File: config.mk
export PLATFORM = sky130hd
export DESIGN_NAME = ascon_encrypt_seq_flat
export DESIGN_NICKNAME = d
export VERILOG_FILES = /design/src/rtl/ascon_pkg.sv /design/src/rtl/ascon_encrypt_seq_if.sv /design/src/rtl/ascon_round.sv /design/src/rtl/ascon_encrypt_seq.sv /design/src/flat_wrapper.sv
export SDC_FILE = /design/constraint.sdc
export NUM_CORES = 2
export LEC_CHECK = 0
export CAP_MARGIN = 20
export CORE_AREA = 2 2 303 305
export CTS_CLUSTER_DIAMETER = 120
export CTS_CLUSTER_SIZE = 24
export DETAILED_ROUTE_END_ITERATION = 16
export DIE_AREA = 0 0 305 307
export DONT_BUFFER_PORTS = 1
export PLACE_DENSITY = 0.47
export SETUP_SLACK_MARGIN = 0.5
export SLEW_MARGIN = 40
export SYNTH_ARGS = -nofsm -noshare
export SYNTH_HDL_FRONTEND = slang
export SYNTH_SLANG_ARGS = --single-unit
File: constraint.sdc
create_clock -name clk -period 4.24 [get_ports clk]
set_clock_uncertainty 0.05 [all_clocks]
set_input_delay 0.424 -clock clk [delete_from_list [all_inputs] [get_ports clk]]
set_output_delay 0.424 -clock clk [all_outputs]
set_load 0.01 [all_outputs]
File: src/rtl/ascon_pkg.sv
// Shared ASCON definitions: 320-bit state type, encrypt FSM states,
// round constants, linear-layer rotation amounts and a rotate helper.
// Optional build macro: ASCON_PAD_EN (adds the in-engine padding state).
package ascon_pkg;

  // S[0] is x0 ... S[4] is x4.
  typedef logic [4:0][63:0] state_t;

  typedef enum logic [2:0] {
    ST_IDLE,
    ST_ABSORB,
    ST_EMIT,
    ST_PERM,
    ST_DONE
`ifdef ASCON_PAD_EN
    ,
    ST_PAD
`endif
  } fsm_e;

  // c_r = {4'hF - r, r}, r = 0..11.
  localparam logic [7:0] RC [12] = '{
    8'hF0, 8'hE1, 8'hD2, 8'hC3, 8'hB4, 8'hA5,
    8'h96, 8'h87, 8'h78, 8'h69, 8'h5A, 8'h4B
  };

  // Two right-rotation amounts per state word for the linear layer.
  localparam int unsigned ROT [5][2] = '{
    '{19, 28}, '{61, 39}, '{1, 6}, '{10, 17}, '{7, 41}
  };

  function automatic logic [63:0] rotr(input logic [63:0] v, input int unsigned n);
    return (v >> n) | (v << (64 - n));
  endfunction

endpackage

File: src/rtl/ascon_encrypt_seq_if.sv
// Handshake/bus bundle of the iterative ASCON encrypt engine.
// master = producer of state/plaintext, slave = the engine.
// Optional build macro: ASCON_PAD_EN (adds pt_nbytes / ct_nbytes).
interface ascon_encrypt_seq_if;
  logic        load_valid;
  logic        load_ready;
  logic [63:0] x0, x1, x2, x3, x4;
  logic        pt_valid;
  logic        pt_ready;
  logic [63:0] pt_data;
  logic        pt_last;
  logic        ct_valid;
  logic        ct_ready;
  logic [63:0] ct_data;
  logic        ct_last;
  logic        busy;
  logic        state_valid;
  logic [63:0] y0, y1, y2, y3, y4;
`ifdef ASCON_PAD_EN
  logic [3:0]  pt_nbytes;
  logic [3:0]  ct_nbytes;
`endif

  modport master (
    output load_valid, x0, x1, x2, x3, x4, pt_valid, pt_data, pt_last, ct_ready,
`ifdef ASCON_PAD_EN
    output pt_nbytes,
    input  ct_nbytes,
`endif
    input  load_ready, pt_ready, ct_valid, ct_data, ct_last, busy, state_valid,
    input  y0, y1, y2, y3, y4
  );

  modport slave (
    input  load_valid, x0, x1, x2, x3, x4, pt_valid, pt_data, pt_last, ct_ready,
`ifdef ASCON_PAD_EN
    input  pt_nbytes,
    output ct_nbytes,
`endif
    output load_ready, pt_ready, ct_valid, ct_data, ct_last, busy, state_valid,
    output y0, y1, y2, y3, y4
  );
endinterface

File: src/rtl/ascon_round.sv
// One combinational ASCON round: constant addition on x2, bit-sliced
// 5-bit substitution layer, then per-word linear diffusion.
module ascon_round
  import ascon_pkg::*;
(
  input  state_t     s_in,
  input  logic [7:0] rc,
  output state_t     s_out
);

  state_t a;
  state_t t;

  // Round function, evaluated step by step on a working copy.
  always_comb begin
    a    = s_in;
    a[2] = a[2] ^ {56'd0, rc};
    // substitution layer (bit-sliced chi with pre/post mixing)
    a[0] = a[0] ^ a[4];
    a[4] = a[4] ^ a[3];
    a[2] = a[2] ^ a[1];
    t[0] = ~a[0] & a[1];
    t[1] = ~a[1] & a[2];
    t[2] = ~a[2] & a[3];
    t[3] = ~a[3] & a[4];
    t[4] = ~a[4] & a[0];
    a[0] = a[0] ^ t[1];
    a[1] = a[1] ^ t[2];
    a[2] = a[2] ^ t[3];
    a[3] = a[3] ^ t[4];
    a[4] = a[4] ^ t[0];
    a[1] = a[1] ^ a[0];
    a[0] = a[0] ^ a[4];
    a[3] = a[3] ^ a[2];
    a[2] = ~a[2];
    // linear diffusion layer
    for (int i = 0; i < 5; i++) begin
      s_out[i] = a[i] ^ rotr(a[i], ROT[i][0]) ^ rotr(a[i], ROT[i][1]);
    end
  end

endmodule

File: src/rtl/ascon_encrypt_seq.sv
// Iterative ASCON data-phase encryption: absorbs 64-bit plaintext blocks
// into S0, emits registered ciphertext, and runs p^NROUNDS between blocks
// one round per cycle through a single ascon_round instance.
// Optional build macro: ASCON_PAD_EN (partial last block + PAD state).
module ascon_encrypt_seq
  import ascon_pkg::*;
#(
  parameter int NROUNDS = 6
) (
  input logic               clk,
  input logic               rst_n,
  ascon_encrypt_seq_if.slave bus
);

  fsm_e        st, st_nxt;
  state_t      s, s_rnd;
  logic [3:0]  cnt;
  logic [63:0] ct_q;
  logic        last_q;
  logic        load_ready_c, pt_ready_c, ct_valid_c;
  logic [3:0]  rnd_idx;
  logic [7:0]  rc;
  logic        perm_end;
  logic [63:0] absorb_ct, absorb_s0;
`ifdef ASCON_PAD_EN
  logic [3:0]  nb_q;
  logic [3:0]  n_eff;
  logic [63:0] mask, pad_bit;
`endif

  assign perm_end = (cnt == 4'(NROUNDS - 1));
  assign rnd_idx  = 4'(12 - NROUNDS) + cnt;
  assign rc       = (rnd_idx < 4'd12) ? RC[rnd_idx] : 8'h00;

  ascon_round u_round (
    .s_in  (s),
    .rc    (rc),
    .s_out (s_rnd)
  );

  // Absorb datapath: ciphertext word and updated S0 for the offered block.
  always_comb begin
`ifdef ASCON_PAD_EN
    n_eff     = !bus.pt_last ? 4'd8 : ((bus.pt_nbytes > 4'd8) ? 4'd8 : bus.pt_nbytes);
    mask      = ~(64'hFFFF_FFFF_FFFF_FFFF >> {n_eff, 3'b000});
    pad_bit   = (n_eff == 4'd8) ? 64'h0 : (64'h80 << (7'd56 - {n_eff, 3'b000}));
    absorb_ct = (s[0] ^ bus.pt_data) & mask;
    absorb_s0 = s[0] ^ (bus.pt_data & mask) ^ pad_bit;
`else
    absorb_ct = s[0] ^ bus.pt_data;
    absorb_s0 = absorb_ct;
`endif
  end

  // FSM state register.
  always_ff @(posedge clk or negedge rst_n) begin
    // NOTE: sequential state uses non-blocking assignments so every register samples pre-edge values.
    if (!rst_n) st <= ST_IDLE;
    else        st <= st_nxt;
  end

  // FSM next-state and handshake outputs.
  always_comb begin
    // NOTE: every output gets a default first so no path can leave it unassigned and infer a latch.
    st_nxt       = st;
    load_ready_c = 1'b0;
    pt_ready_c   = 1'b0;
    ct_valid_c   = 1'b0;
    case (st)
      ST_IDLE, ST_DONE: begin
        load_ready_c = 1'b1;
        if (bus.load_valid) st_nxt = ST_ABSORB;
      end
      ST_ABSORB: begin
        pt_ready_c = 1'b1;
        if (bus.pt_valid) st_nxt = ST_EMIT;
      end
      ST_EMIT: begin
        ct_valid_c = 1'b1;
        if (bus.ct_ready) begin
`ifdef ASCON_PAD_EN
          // a full final block still needs p^b followed by the pad bit
          st_nxt = (!last_q || nb_q == 4'd8) ? ST_PERM : ST_DONE;
`else
          st_nxt = last_q ? ST_DONE : ST_PERM;
`endif
        end
      end
      ST_PERM: begin
        if (perm_end) begin
`ifdef ASCON_PAD_EN
          st_nxt = last_q ? ST_PAD : ST_ABSORB;
`else
          st_nxt = ST_ABSORB;
`endif
        end
      end
`ifdef ASCON_PAD_EN
      ST_PAD: st_nxt = ST_DONE;
`endif
      default: st_nxt = ST_IDLE;
    endcase
  end

  // Datapath registers: state word, ciphertext, last flag, round counter.
  always_ff @(posedge clk or negedge rst_n) begin
    if (!rst_n) begin
      // NOTE: the 320-bit state is a flop array, not a RAM, so it is reset to give y a defined value.
      s      <= '0;
      ct_q   <= '0;
      last_q <= 1'b0;
      cnt    <= '0;
`ifdef ASCON_PAD_EN
      nb_q   <= '0;
`endif
    end else begin
      case (st)
        ST_IDLE, ST_DONE: begin
          if (bus.load_valid) begin
            s[0] <= bus.x0;
            s[1] <= bus.x1;
            s[2] <= bus.x2;
            s[3] <= bus.x3;
            s[4] <= bus.x4;
          end
        end
        ST_ABSORB: begin
          if (bus.pt_valid) begin
            ct_q   <= absorb_ct;
            s[0]   <= absorb_s0;
            last_q <= bus.pt_last;
`ifdef ASCON_PAD_EN
            nb_q   <= n_eff;
`endif
          end
        end
        ST_EMIT: begin
          if (bus.ct_ready) cnt <= '0;
        end
        ST_PERM: begin
          s   <= s_rnd;
          cnt <= cnt + 4'd1;
        end
`ifdef ASCON_PAD_EN
        ST_PAD: s[0][63] <= ~s[0][63];
`endif
        default: ;
      endcase
    end
  end

  assign bus.load_ready  = load_ready_c;
  assign bus.pt_ready    = pt_ready_c;
  assign bus.ct_valid    = ct_valid_c;
  assign bus.busy        = ~load_ready_c;
  assign bus.state_valid = (st == ST_DONE);
  assign bus.ct_data     = ct_q;
  assign bus.ct_last     = last_q;
  assign bus.y0          = s[0];
  assign bus.y1          = s[1];
  assign bus.y2          = s[2];
  assign bus.y3          = s[3];
  assign bus.y4          = s[4];
`ifdef ASCON_PAD_EN
  assign bus.ct_nbytes   = nb_q;
`endif

endmodule

File: src/flat_wrapper.sv
// flat-port wrapper written by rule: the top's interface ports become plain ports
module ascon_encrypt_seq_flat import ascon_pkg::*;
#(
  parameter int NROUNDS = 6
)
  (clk, rst_n, bus_load_valid, bus_x0, bus_x1, bus_x2, bus_x3, bus_x4, bus_pt_valid, bus_pt_data, bus_pt_last, bus_ct_ready, bus_load_ready, bus_pt_ready, bus_ct_valid, bus_ct_data, bus_ct_last, bus_busy, bus_state_valid, bus_y0, bus_y1, bus_y2, bus_y3, bus_y4);
  ascon_encrypt_seq_if bus_i ();
  input logic clk;
  input logic rst_n;
  input wire logic [$bits(bus_i.load_valid)-1:0] bus_load_valid;
  input wire logic [$bits(bus_i.x0)-1:0] bus_x0;
  input wire logic [$bits(bus_i.x1)-1:0] bus_x1;
  input wire logic [$bits(bus_i.x2)-1:0] bus_x2;
  input wire logic [$bits(bus_i.x3)-1:0] bus_x3;
  input wire logic [$bits(bus_i.x4)-1:0] bus_x4;
  input wire logic [$bits(bus_i.pt_valid)-1:0] bus_pt_valid;
  input wire logic [$bits(bus_i.pt_data)-1:0] bus_pt_data;
  input wire logic [$bits(bus_i.pt_last)-1:0] bus_pt_last;
  input wire logic [$bits(bus_i.ct_ready)-1:0] bus_ct_ready;
  output wire logic [$bits(bus_i.load_ready)-1:0] bus_load_ready;
  output wire logic [$bits(bus_i.pt_ready)-1:0] bus_pt_ready;
  output wire logic [$bits(bus_i.ct_valid)-1:0] bus_ct_valid;
  output wire logic [$bits(bus_i.ct_data)-1:0] bus_ct_data;
  output wire logic [$bits(bus_i.ct_last)-1:0] bus_ct_last;
  output wire logic [$bits(bus_i.busy)-1:0] bus_busy;
  output wire logic [$bits(bus_i.state_valid)-1:0] bus_state_valid;
  output wire logic [$bits(bus_i.y0)-1:0] bus_y0;
  output wire logic [$bits(bus_i.y1)-1:0] bus_y1;
  output wire logic [$bits(bus_i.y2)-1:0] bus_y2;
  output wire logic [$bits(bus_i.y3)-1:0] bus_y3;
  output wire logic [$bits(bus_i.y4)-1:0] bus_y4;
  assign bus_i.load_valid = bus_load_valid;
  assign bus_i.x0 = bus_x0;
  assign bus_i.x1 = bus_x1;
  assign bus_i.x2 = bus_x2;
  assign bus_i.x3 = bus_x3;
  assign bus_i.x4 = bus_x4;
  assign bus_i.pt_valid = bus_pt_valid;
  assign bus_i.pt_data = bus_pt_data;
  assign bus_i.pt_last = bus_pt_last;
  assign bus_i.ct_ready = bus_ct_ready;
  assign bus_load_ready = bus_i.load_ready;
  assign bus_pt_ready = bus_i.pt_ready;
  assign bus_ct_valid = bus_i.ct_valid;
  assign bus_ct_data = bus_i.ct_data;
  assign bus_ct_last = bus_i.ct_last;
  assign bus_busy = bus_i.busy;
  assign bus_state_valid = bus_i.state_valid;
  assign bus_y0 = bus_i.y0;
  assign bus_y1 = bus_i.y1;
  assign bus_y2 = bus_i.y2;
  assign bus_y3 = bus_i.y3;
  assign bus_y4 = bus_i.y4;
  ascon_encrypt_seq #(.NROUNDS(NROUNDS)) u_core (.clk(clk), .rst_n(rst_n), .bus(bus_i));
endmodule
==> impl_results.md <==
- Number of buffers inserted by port buffering: 0
- CP max-delay cell: dlygate4sd3_1
- Final hold vios: 392
- Final setup violation count: 0
- Fin. max-slew vios: 0
- Initial core utilization: 0.359
- Die Ht: 307 µm
- WL/cell: 34.2 µm
- CTS buffer count: 25
- Synth warnings: 0
- Post-route cell area: 0.0397 mm²
- Die area: 0.0936 mm²
- Post-synth cell types: 55
- Total Wirelength: 183 mm
- Period minus WS final: 3580 ps
- Clock transition at the registers of the reported paths: 120 ps
- # IOs: 780
- Primary FF master, synth: dfrtp_1
- Final TNS setup: 0 ps
- Syn_area_per_cell: 8.59 µm²
- Post-synthesis sequential area ratio: 0.301
- Critical-path cell list: inv_1, ha_1, or3_1, nand2_1, ha_1, xnor2_1, xnor2_1, buf_4, xnor2_2, xnor2_1, o221ai_1, dlygate4sd3_1
- Largest net degree at the start of global routing: 393
- Worst path required time: 4730 ps
- Tot GR Track Use: 0.381
- Failing checks: hold timing
- Worst path most repeated cell: xnor2_1
- Placer Congestion: 1.05
- Number of synthesized register bits: 392
- Avg Vias per Cell: 5.67
- DRT iter0 DRCs: 3442
- RSZ-0062 raised after global routing: false
- Rows: 111
- Ys async rst share: 1.00
- CP max stage delay: 580 ps
- Total congestion overflow: 0
- First-pass DRT Iterations: 6
- Initial antenna violation count: 25
- Worst-margin pin slew: 1070 ps
- Hold-fix buffers at CTS: 367
- Syn nets: 4311
- Worst skew pair latency: 650 ps
- Relative slew slack: 0.287
- Tcrit/Tclk final: 0.844
- Post-route DRC violation count: 0
- Post-synthesis cell area: 0.0326 mm²
- Placed Instance Area: 0.0351 mm²
- CTS tree: yes
- Total number of vias: 30409
- Cell count after synthesis: 3789
- Worst Hold Class: input port to async pin
- Max-cap viol count: 0
- Post-synth EDFFs: 0
- HPWL after DPL: 150 mm
- Fillers: 9218
- WHS: -584 ps
- Layout cell share with drive strength beyond 1: 0.0726
- Crit Path Max Fanout: 10
- Area growth from synthesis to layout: 22.0%
- Core Box Area: 0.0907 mm²
- Sequential cell area: 0.00981 mm²
- CP Launch Type: flip-flop
- Area of the multi-input gates: 0.0219 mm²
- Clock Path Buffers: 3
- Number of global-route vias before repair: 29618
- CTS Root Cell: clkbuf_16
- H-tree depth: 1
- F_max: 0.279 GHz
- First-pass GRT wire length: 250 mm
- Nets@finish: 4668
- Kind of critical path: flip-flop to flip-flop
- Status: complete, but fails checks
- Chip width: 305 µm
- Clk sinks: 392
- Detail Route Antenna Nets: 0
- Worst Path Arrival: 4070 ps
- Critical Path Sink Type: flip-flop
## registers in the layout, indices dropped and copies added, names as in the netlist
signal,cells
u_core.bus.ct_data,64
u_core.bus.y3,64
u_core.cnt,4
u_core.bus.y0,64
u_core.bus.ct_last,1
u_core.bus.y1,64
u_core.st,3
u_core.bus.y4,64
u_core.bus.y2,64
## cells by family (layout without fill, tap and decap cells)
logic type	Yosys count	in the layout	share of synthesized area
AO/OA/AOI/OAI	742	742	0.140
AND/OR/NAND/NOR	871	871	0.111
adder cells (fa/ha/maj)	160	160	0.0593
XOR/XNOR	1225	1225	0.334
multiplexers	33	33	0.0101
flip-flops	392	392	0.301
other	0	15	0
buffers and inverters	366	739	0.0447
## final cells by class
type / count / area share
clock buffers: 29 / 0.0171
flip-flops and latches: 392 / 0.247
diodes: 15 / 0.000945
repair buffers: 530 / 0.127
well taps: 1186 / 0.0374
inverters: 166 / 0.0157
multi-input cells: 3031 / 0.551
clock inverters: 14 / 0.00407
## worst max-delay path, delay by kind of cell (launching register included)
kind | cells | cell delay (ps)
buffers and inverters | 3 | 870
xor gates and xnor gates | 4 | 740
adders and majority gates | 2 | 640
and+or+nand+nor | 2 | 520
DFF | 1 | 480
AOI/OAI and AO/OA | 1 | 150
## cells in the final DEF (no fill, tap or decap), types with 72 or more instances in the layout
cell / count
xnor2_1: 906
nand2_1: 470
dfrtp_1: 391
dlygate4sd3_1: 367
nor2_1: 280
xor2_1: 235
o21ai_0: 229
a21oi_1: 201
inv_1: 165
buf_4: 152
ha_1: 132
a211oi_1: 111
xnor2_2: 72
## path summary, 6_finish.rpt
path                                        start  cells after the start  slack [ps]                      to
setup / recovery                    u_core.cnt[1]                     12         660       u_core.bus.y0[38]
hold / removal                              rst_n                      0        -580   u_core.bus.ct_data[5]
setup reg to reg                    u_core.cnt[1]                     12         660       u_core.bus.y0[38]
hold reg to reg            u_core.bus.ct_data[59]                      2         510  u_core.bus.ct_data[59]
max in group asynchronous                   rst_n                      0        4020       u_core.bus.y4[43]
min in group clk                  bus_pt_data[32]                      3          10       u_core.bus.y0[32]
## Yosys cell counts (53+ instances only)
master	count	share of area
and3_1	53	0.010
a31oi_1	66	0.013
a211oi_1	111	0.026
xor2_1	242	0.065
ha_1	132	0.051
o21ai_0	229	0.035
nand2_1	471	0.054
inv_1	165	0.019
clkbuf_1	127	0.015
dfrtp_1	392	0.30
xnor2_1	969	0.26
a21oi_1	201	0.031
nor2_1	282	0.033
## per-layer routing
| layer | share of wire | track usage | up-vias |
|---|---|---|---|
| li1 | - | - | 13287 |
| met1 | 0.40 | 0.483 | 15281 |
| met2 | 0.47 | 0.627 | 1515 |
| met3 | 0.086 | 0.0841 | 310 |
| met4 | 0.047 | 0.154 | 16 |
| met5 | 0.00047 | 0 | - |
## per-stage QoR
stage,setup slack (ps),util,cells
finish,662,0.438,5363
global route,557,0.438,5357
global placement,776,0.382,4937
detailed placement,742,0.387,4938
CTS,552,0.437,5348
floorplan,1280,-,3789
## repair_timing
action / 4_1_cts / 5_1_grt
endpoints found under the setup margin: 0 / 6
gates resized for setup: 0 / 2
endpoints found under the hold margin: 752 / 392
setup buffers: 0 / 0
Power is left out: the tool's default activity adds up to more than one toggle a clock period on the data nets, which glitch-free logic cannot reach.
